`config.mk`:
```
export PLATFORM = sky130hd
export DESIGN_NAME = of_forward_unit
export DESIGN_NICKNAME = d
export VERILOG_FILES = /design/src/rtl/simplerisc_pkg.sv /design/src/rtl/fwd_mux.sv /design/src/rtl/of_forward_unit.sv
export SDC_FILE = /design/constraint.sdc
export NUM_CORES = 1
export LEC_CHECK = 0
export CORE_UTILIZATION = 34
export CTS_CLUSTER_DIAMETER = 120
export CTS_CLUSTER_SIZE = 20
export DETAILED_ROUTE_END_ITERATION = 12
export PLACE_DENSITY = 0.79
export SLEW_MARGIN = 30
export SYNTH_ARGS = -nofsm -noshare
export SYNTH_HDL_FRONTEND = slang
export SYNTH_SLANG_ARGS = --single-unit
```
`constraint.sdc`:
```
create_clock -name clk -period 2.19 [get_ports clk]
set_clock_uncertainty 0.1 [all_clocks]
set_input_delay 0.3285 -clock clk [delete_from_list [all_inputs] [get_ports clk]]
set_output_delay 0.3285 -clock clk [all_outputs]
set_load 0.1 [all_outputs]
```
`src/rtl/simplerisc_pkg.sv`:
```
// rtl/simplerisc_pkg.sv - shared SimpleRISC widths, forwarding tag and source types
package simplerisc_pkg;

  localparam int REG_W  = 5;
  localparam int DATA_W = 32;

  typedef struct packed {
    logic             v;
    logic [REG_W-1:0] rd;
    logic             wb;
    logic             ld;
  } fwd_tag_t;

  typedef enum logic [1:0] {
    SRC_RF  = 2'd0,
    SRC_ALU = 2'd1,
    SRC_MA  = 2'd2,
    SRC_RW  = 2'd3
  } fwd_src_e;

  localparam fwd_tag_t TAG_BUBBLE = '0;

  // r0 is deliberately not special-cased: a writer of r0 forwards like any other register
  function automatic logic tag_match(input fwd_tag_t t,
                                     input logic [REG_W-1:0] rs,
                                     input logic use_en);
    return t.v & t.wb & (t.rd == rs) & use_en;
  endfunction

endpackage

```
`src/rtl/fwd_mux.sv`:
```
// rtl/fwd_mux.sv - per-operand bypass selection, newest producing stage wins
module fwd_mux
  import simplerisc_pkg::fwd_tag_t;
  import simplerisc_pkg::fwd_src_e;
  import simplerisc_pkg::SRC_RF;
  import simplerisc_pkg::SRC_ALU;
  import simplerisc_pkg::SRC_MA;
  import simplerisc_pkg::SRC_RW;
  import simplerisc_pkg::tag_match;
#(
  parameter int DATA_W = 32
) (
  input  fwd_tag_t                         tag_alu,
  input  fwd_tag_t                         tag_ma,
  input  fwd_tag_t                         tag_rw,
  input  logic [simplerisc_pkg::REG_W-1:0] rs,
  input  logic                             use_en,
  input  logic [DATA_W-1:0]                rf_data,
  input  logic [DATA_W-1:0]                alu_data,
  input  logic [DATA_W-1:0]                ma_data,
  input  logic [DATA_W-1:0]                rw_data,
  output logic [DATA_W-1:0]                data,
  output fwd_src_e                         src,
  output logic                             ld_hit
);

  logic m_alu;
  logic m_ma;
  logic m_rw;

  assign m_alu  = tag_match(tag_alu, rs, use_en);
  assign m_ma   = tag_match(tag_ma,  rs, use_en);
  assign m_rw   = tag_match(tag_rw,  rs, use_en);

  // A load in ALU has no data yet; the top level stalls on ld_hit
  assign ld_hit = m_alu & tag_alu.ld;

  always_comb begin
    src  = SRC_RF;
    data = rf_data;
    if (m_alu && !tag_alu.ld) begin
      src  = SRC_ALU;
      data = alu_data;
    end else if (m_ma) begin
      src  = SRC_MA;
      data = ma_data;
    end else if (m_rw) begin
      src  = SRC_RW;
      data = rw_data;
    end
  end

endmodule

```
`src/rtl/of_forward_unit.sv`:
```
// rtl/of_forward_unit.sv - OF operand forwarding, load-use interlock and debug counters
module of_forward_unit
  import simplerisc_pkg::fwd_tag_t;
  import simplerisc_pkg::fwd_src_e;
  import simplerisc_pkg::SRC_RF;
  import simplerisc_pkg::TAG_BUBBLE;
#(
  parameter int REG_W  = 5,
  parameter int DATA_W = 32,
  parameter int CNT_W  = 16
) (
  input  logic              clk,
  input  logic              reset,
  input  logic              valid_OF,
  input  logic [REG_W-1:0]  rs1_OF,
  input  logic [REG_W-1:0]  rs2_OF,
  input  logic              use1_OF,
  input  logic              use2_OF,
  input  logic [REG_W-1:0]  rd_OF,
  input  logic              isWb_OF,
  input  logic              isLd_OF,
  input  logic              flush,
  input  logic [DATA_W-1:0] op1_RF,
  input  logic [DATA_W-1:0] op2_RF,
  input  logic [DATA_W-1:0] res_ALU,
  input  logic [DATA_W-1:0] res_MA,
  input  logic [DATA_W-1:0] res_RW,
  output logic [DATA_W-1:0] op1_fwd,
  output logic [DATA_W-1:0] op2_fwd,
  output logic              stall,
  output logic [CNT_W-1:0]  stallCnt,
  output logic [CNT_W-1:0]  fwdCnt
);

  fwd_tag_t tag_alu_q;
  fwd_tag_t tag_ma_q;
  fwd_tag_t tag_rw_q;
  fwd_tag_t tag_alu_d;

  fwd_src_e src1;
  fwd_src_e src2;
  logic     ld_hit1;
  logic     ld_hit2;
  logic     fwd_evt;

  fwd_mux #(.DATA_W(DATA_W)) u_mux1 (
    .tag_alu  (tag_alu_q),
    .tag_ma   (tag_ma_q),
    .tag_rw   (tag_rw_q),
    .rs       (rs1_OF),
    .use_en   (use1_OF),
    .rf_data  (op1_RF),
    .alu_data (res_ALU),
    .ma_data  (res_MA),
    .rw_data  (res_RW),
    .data     (op1_fwd),
    .src      (src1),
    .ld_hit   (ld_hit1)
  );

  fwd_mux #(.DATA_W(DATA_W)) u_mux2 (
    .tag_alu  (tag_alu_q),
    .tag_ma   (tag_ma_q),
    .tag_rw   (tag_rw_q),
    .rs       (rs2_OF),
    .use_en   (use2_OF),
    .rf_data  (op2_RF),
    .alu_data (res_ALU),
    .ma_data  (res_MA),
    .rw_data  (res_RW),
    .data     (op2_fwd),
    .src      (src2),
    .ld_hit   (ld_hit2)
  );

  // Flush overrides the interlock: the younger instruction is discarded anyway
  assign stall   = valid_OF & ~flush & (ld_hit1 | ld_hit2);
  assign fwd_evt = ~stall & ((src1 != SRC_RF) | (src2 != SRC_RF));

  always_comb begin
    tag_alu_d = TAG_BUBBLE;
    if (valid_OF && !stall && !flush) begin
      tag_alu_d.v  = 1'b1;
      tag_alu_d.rd = rd_OF;
      tag_alu_d.wb = isWb_OF;
      tag_alu_d.ld = isLd_OF;
    end
  end

  always_ff @(posedge clk or posedge reset) begin
    if (reset) begin
      tag_alu_q <= TAG_BUBBLE;
      tag_ma_q  <= TAG_BUBBLE;
      tag_rw_q  <= TAG_BUBBLE;
    end else begin
      tag_rw_q  <= tag_ma_q;
      tag_ma_q  <= tag_alu_q;
      tag_alu_q <= tag_alu_d;
    end
  end

  always_ff @(posedge clk or posedge reset) begin
    if (reset) begin
      stallCnt <= '0;
      fwdCnt   <= '0;
    end else begin
      if (stall && (stallCnt != '1)) begin
        stallCnt <= stallCnt + CNT_W'(1);
      end
      if (fwd_evt && (fwdCnt != '1)) begin
        fwdCnt <= fwdCnt + CNT_W'(1);
      end
    end
  end

endmodule

```
# Word level (Yosys, flattened, before mapping)
# Index checks and enable logic that the tools add are counted.
[op_classes]
n_mux = 13
n_reduce_logical = 11
add_sub_neg = 2
eq_ne = 8
n_bitwise = 24
[ops]
columns = ["op", "n"]
rows = [
  ["32-bit two-way mux", 6],
  ["16-bit by 1-bit adder with 16-bit output (second input constant)", 2],
  ["16-bit != test (second input constant)", 2],
  ["5-bit == test", 6],
  ["1-bit bitwise AND", 20],
  ["2-bit two-way mux", 6],
  ["8-bit two-way mux", 1],
  ["1-bit logical AND", 6],
  ["2-bit nonzero test", 2],
  ["1-bit zero test", 3],
  ["1-bit NOT", 2],
  ["1-bit OR", 2],
]
[word_totals]
regBits = 54
in_bits = 183
output_inout_bits = 97
elab_cells = 70

# Logic depth before layout (Yosys ltp)
[logic_depth]
ltp_word = 10
mapped_depth = 9
depth_no_buf = 8

# By module
# Synthesis repeated with hierarchy kept, for this count alone.
[unflattened]
hier_cells = 667
hier_area_um2 = 5595.4
[modules_own_cells]
columns = ["module", "n_inst", "area_each_um2", "cells_per_inst", "seq_area_each_um2"]
rows = [
  ["fwd_mux", 2, 1672.9, 248, 0.0],
  ["of_forward_unit", 1, 2249.7, 171, 1401.3],
]

# Least setup slack after synthesis
# OpenSTA, ideal clock, no wires.
[synth_timing]
path_kind = "register to output"
from = "reg tag_rw_q[5] (netlist name)"
to = "out op1_fwd[10]"
t_required_ps = 1762
n_path_buf = 1
path_slack_ps = -1915
path_stages_with_launch = 9
arrival_time_ps = 3677
path_cell_list = "dfrtp_1 xor2_1 nor4_1 nand4_1 buf_2 mux2i_1 nand2_1 o21ai_0 o21ai_0"
[synth_via]
elab_chain_cells = 6
[synth_rtl]
columns = ["item", "line", "rtl"]
rows = [
  ["start: declaration", "of_forward_unit.sv:37", "fwd_tag_t tag_rw_q;"],
  ["start signal: assignment", "of_forward_unit.sv:96", "tag_rw_q <= tag_ma_q;"],
  ["5-bit == test", "simplerisc_pkg.sv:27", "return t.v & t.wb & (t.rd == rs) & use_en;"],
  ["1-bit bitwise AND (2 in series)", "simplerisc_pkg.sv:27", ""],
  ["32-bit two-way mux", "fwd_mux.sv:47", "end else if (m_rw) begin"],
  ["32-bit two-way mux", "fwd_mux.sv:44", "end else if (m_ma) begin"],
  ["32-bit two-way mux", "fwd_mux.sv:41", "if (m_alu && !tag_alu.ld) begin"],
  ["end: declaration", "of_forward_unit.sv:28", "output logic [DATA_W-1:0] op1_fwd,"],
]
# Every way passes these cells.

# Final worst setup path
[layout_timing]
from = "reg tag_rw_q[5] (netlist name)"
to = "out op2_fwd[19]"
[layout_via]
elab_chain_cells = 6
[layout_rtl]
columns = ["item", "line", "rtl"]
rows = [
  ["5-bit == test", "simplerisc_pkg.sv:27", ""],
  ["1-bit bitwise AND (2 in series)", "simplerisc_pkg.sv:27", ""],
  ["32-bit two-way mux", "fwd_mux.sv:47", ""],
  ["32-bit two-way mux", "fwd_mux.sv:44", ""],
  ["32-bit two-way mux", "fwd_mux.sv:41", ""],
  ["end: declaration", "of_forward_unit.sv:29", "output logic [DATA_W-1:0] op2_fwd,"],
]
# Every way passes these cells.

==> metrics.md <==
| Metric | Value |
|---|---|
| Seq cells post-synth | 54 |
| DP Wirelength | 16200 um |
| First-pass GRT wire length | between 30000 and 40000 um |
| Worst Setup SP | tag_rw_q[5] |
| Final hold vios | 0 |
| Pleak | 4.93 nW |
| Vias per cell | around 5.8 |
| Die X | between 100 and 150 um |
| Pwr dens | 327 nW/um^2 |
| Post-route ant nets | 0 |
| PortBufs | 279 |
| DIE AREA | 13400 um^2 |
| Detailed-route via count | 6516 |
| Top cell type's share of synthesized area | 30.8% |
| Largest net degree at the start of global routing | 33 |
| Share of cells above drive strength 1 | 43.4% |
| Final cell count without fillers | 1131 |
| Syn Std Cell Area | 4390 um^2 |
| Initial antenna violation count | 4 |
| Tmin final | 2.95 ns |
| Die height | 116 um |
| RSZ-0062 raised after global routing | yes |
| Vias in the first global route | 6565 |
| Status | finished with violations |
| Post-synthesis sequential area ratio | 30.8% |
| Asr flop ratio synth | 100% |
| CTS root buf | clkbuf_16 |
| Final instance area | 10500 um^2 |
| Count leader, synth | nand2_1 |
| Core Rows | a little over 40 |
| Path type of the worst setup path | reg -> out |
| Max Clk Rate | 0.339 GHz |
| Worst slack at placement | -0.848 ns |
| Final period utilization | 135% |
| FF-to-FF End | fwdCnt[13] |
| Core Area | between 10000 and 15000 um^2 |
| Core Util, Final | between 80% and 90% |
| Worst-case reg-to-reg path depth | 12 |
| Violated checks | setup timing |
| Latest clock arrival within the worst-skew pair | 0.29 ns |
| CTS sink count | 54 |
| Main synth FF type | dfrtp_1 |
| Setup slack, reg-to-reg | -0.48 ns |
| Gr ovfl total | 0 |
| Top cell type by total area after synthesis | dfrtp_1 |
| Hold_buf cts | 0 |
| Post-synth EDFFs | 0 |
| Worst-path clk slew | 0.07 ns |
| Overall Global Routing Usage | 37.9% |
| TritonRoute pass-1 iters | 6 |
| Bufs on Longest Clock Path | 2 |
| CP Launch Type | flip-flop |
| Min-delay worst type | in -> async |
| Peak supply drop | approximately 340 uV |
| H-tree levels | 2 |
| Setup violators final | 93 |
| Placed Area | 9490 um^2 |
| Per-cell routed wire length | 23.7 um |
| CTS buffer count | 5 |
| Yosys cell types | 35 |
| Initial Utilization | 34.8% |
| Layout area overhead | 139% |
| RR Startpoint | tag_rw_q[5] |
| Fin nets | 1140 |
| Top cells by area, synth | dfrtp_1, mux2i_1, o21ai_0 |
| CP Data Required Time | ~1.8 ns |
| Worst rel slew slack | 66.2% |
| Worst setup EP type | primary output |
| Pins Over Slew Limit | 0 |
| Synthesized Nets | between 700 and 800 |
| CP Data Arrival Time | 2.52 ns |
| Iteration-0 DRC count of the detailed router | 559 |
| Top cells by count, synth | nand2_1, o21ai_0, mux2i_1, dfrtp_1 |
| Synth Warn # | 0 |
| Final WL | 26900 um |
| CP endpoint | op2_fwd[19] |
| Max cap viols | 0 |
| IO Count | 280 |
| CP max FO | 16 |
| Number of remaining DRC errors | 0 |
| Final worst setup slack | -0.762 ns |
| CTS tree | built |
| Placed cells | approximately 1100 |
| Syn avg cell area | between 7 and 8 um^2 |
| Measured slew at the worst slew-check pin | 0.507 ns |
| Routability cong. | 0.893 |
| Mapped Cells | 577 |
cell families (layout without fill, tap and decap cells):
logic type	Yosys count	after routing	share of synthesized area, %
mux	65	65	14.8
compound gates	133	133	15.5
buf+inv	37	416	3.68
fa+ha+maj	2	2	0.570
other cells	0	3	0
xor+xnor	60	60	12.0
flops	54	54	30.8
simple gates	226	226	22.7
worst max-delay path, stage by stage (launching register included):
cell     delay, ns
dfrtp_1       0.40
xor2_1        0.17
nor4_1        0.28
nand4_1       0.18
buf_6         0.17
buf_6         0.19
mux2i_1       0.15
nand2_1       0.09
o21ai_2       0.10
o21ai_4       0.26
buf_12        0.22
registers in the layout (all words and copies together) (netlist names):
signal	cells
fwdCnt	16
stallCnt	16
tag_alu_q	8
tag_ma_q	7
tag_rw_q	7
cells in the final DEF (no fill, tap or decap), types with 23 or more instances in the layout:
cell             Yosys  final
dfrtp_2              0     26
buf_12               0     78
o21ai_4              0     64
dfrtp_1             54     28
buf_4                1    121
xor2_1              30     30
clkdlybuf4s50_1      0    171
xnor2_1             30     23
o21ai_2              0     46
mux2i_1             64     61
nand2_1            150    142
per-stage QoR:
stage / hold WS (ns) / TNS (ns) / power [W]
after floorplan: 0.247 / -25.76 / 0.00181
after CTS: 0.233 / -45.63 / 0.00339
after global routing: 0.255 / -56.95 / 0.00353
final: 0.237 / -48.13 / 0.00343
after detailed placement: 0.256 / -70.47 / 0.00259
after global placement: 0.251 / -66.03 / 0.00256
metal layers:
layer	wire length [um]	track usage [%]
met5	0	2.59
met4	1710	21.4
met3	2680	14.4
met2	13200	64.0
met1	9310	40.6
cell type report:
| type | count | area (um^2) |
|---|---|---|
| clock inverters | 2 | 15.0 |
| multi-input cells | 486 | 4060 |
| flip-flops and latches | 54 | 1380 |
| diodes | 3 | 7.51 |
| well taps | 172 | 215 |
| repair buffers | 405 | 4680 |
| clock buffers | 6 | 129 |
| fillers | 670 | 2110 |
| inverters | 3 | 23.8 |
what timing repair did:
| action | 4_1_cts | 5_1_grt |
|---|---|---|
| pin swaps | 42 | 45 |
| gates resized for setup | 134 | 63 |
| setup buffers | 17 | 14 |
| endpoints found under the setup margin | 104 | 97 |
| cloned | 9 | 1 |
where the power goes:
group	internal [W]	total, W	switching (W)
clock network	0.000425	0.000781	0.000356
logic	0.000723	0.00161	0.000888
registers	0.00102	0.00104	0.0000236
worst min path at each step:
stage | start | end | cells past startpoint
2_1_floorplan | tag_ma_q[1] | tag_rw_q[1] | 0
3_3_place_gp | tag_ma_q[7] | tag_rw_q[7] | 0
3_5_place_dp | tag_ma_q[7] | tag_rw_q[7] | 0
4_1_cts | reset | fwdCnt[15] | 2
5_1_grt | reset | fwdCnt[15] | 2
6_report | reset | fwdCnt[0] | 2
(Power assumes the default switching activity.)
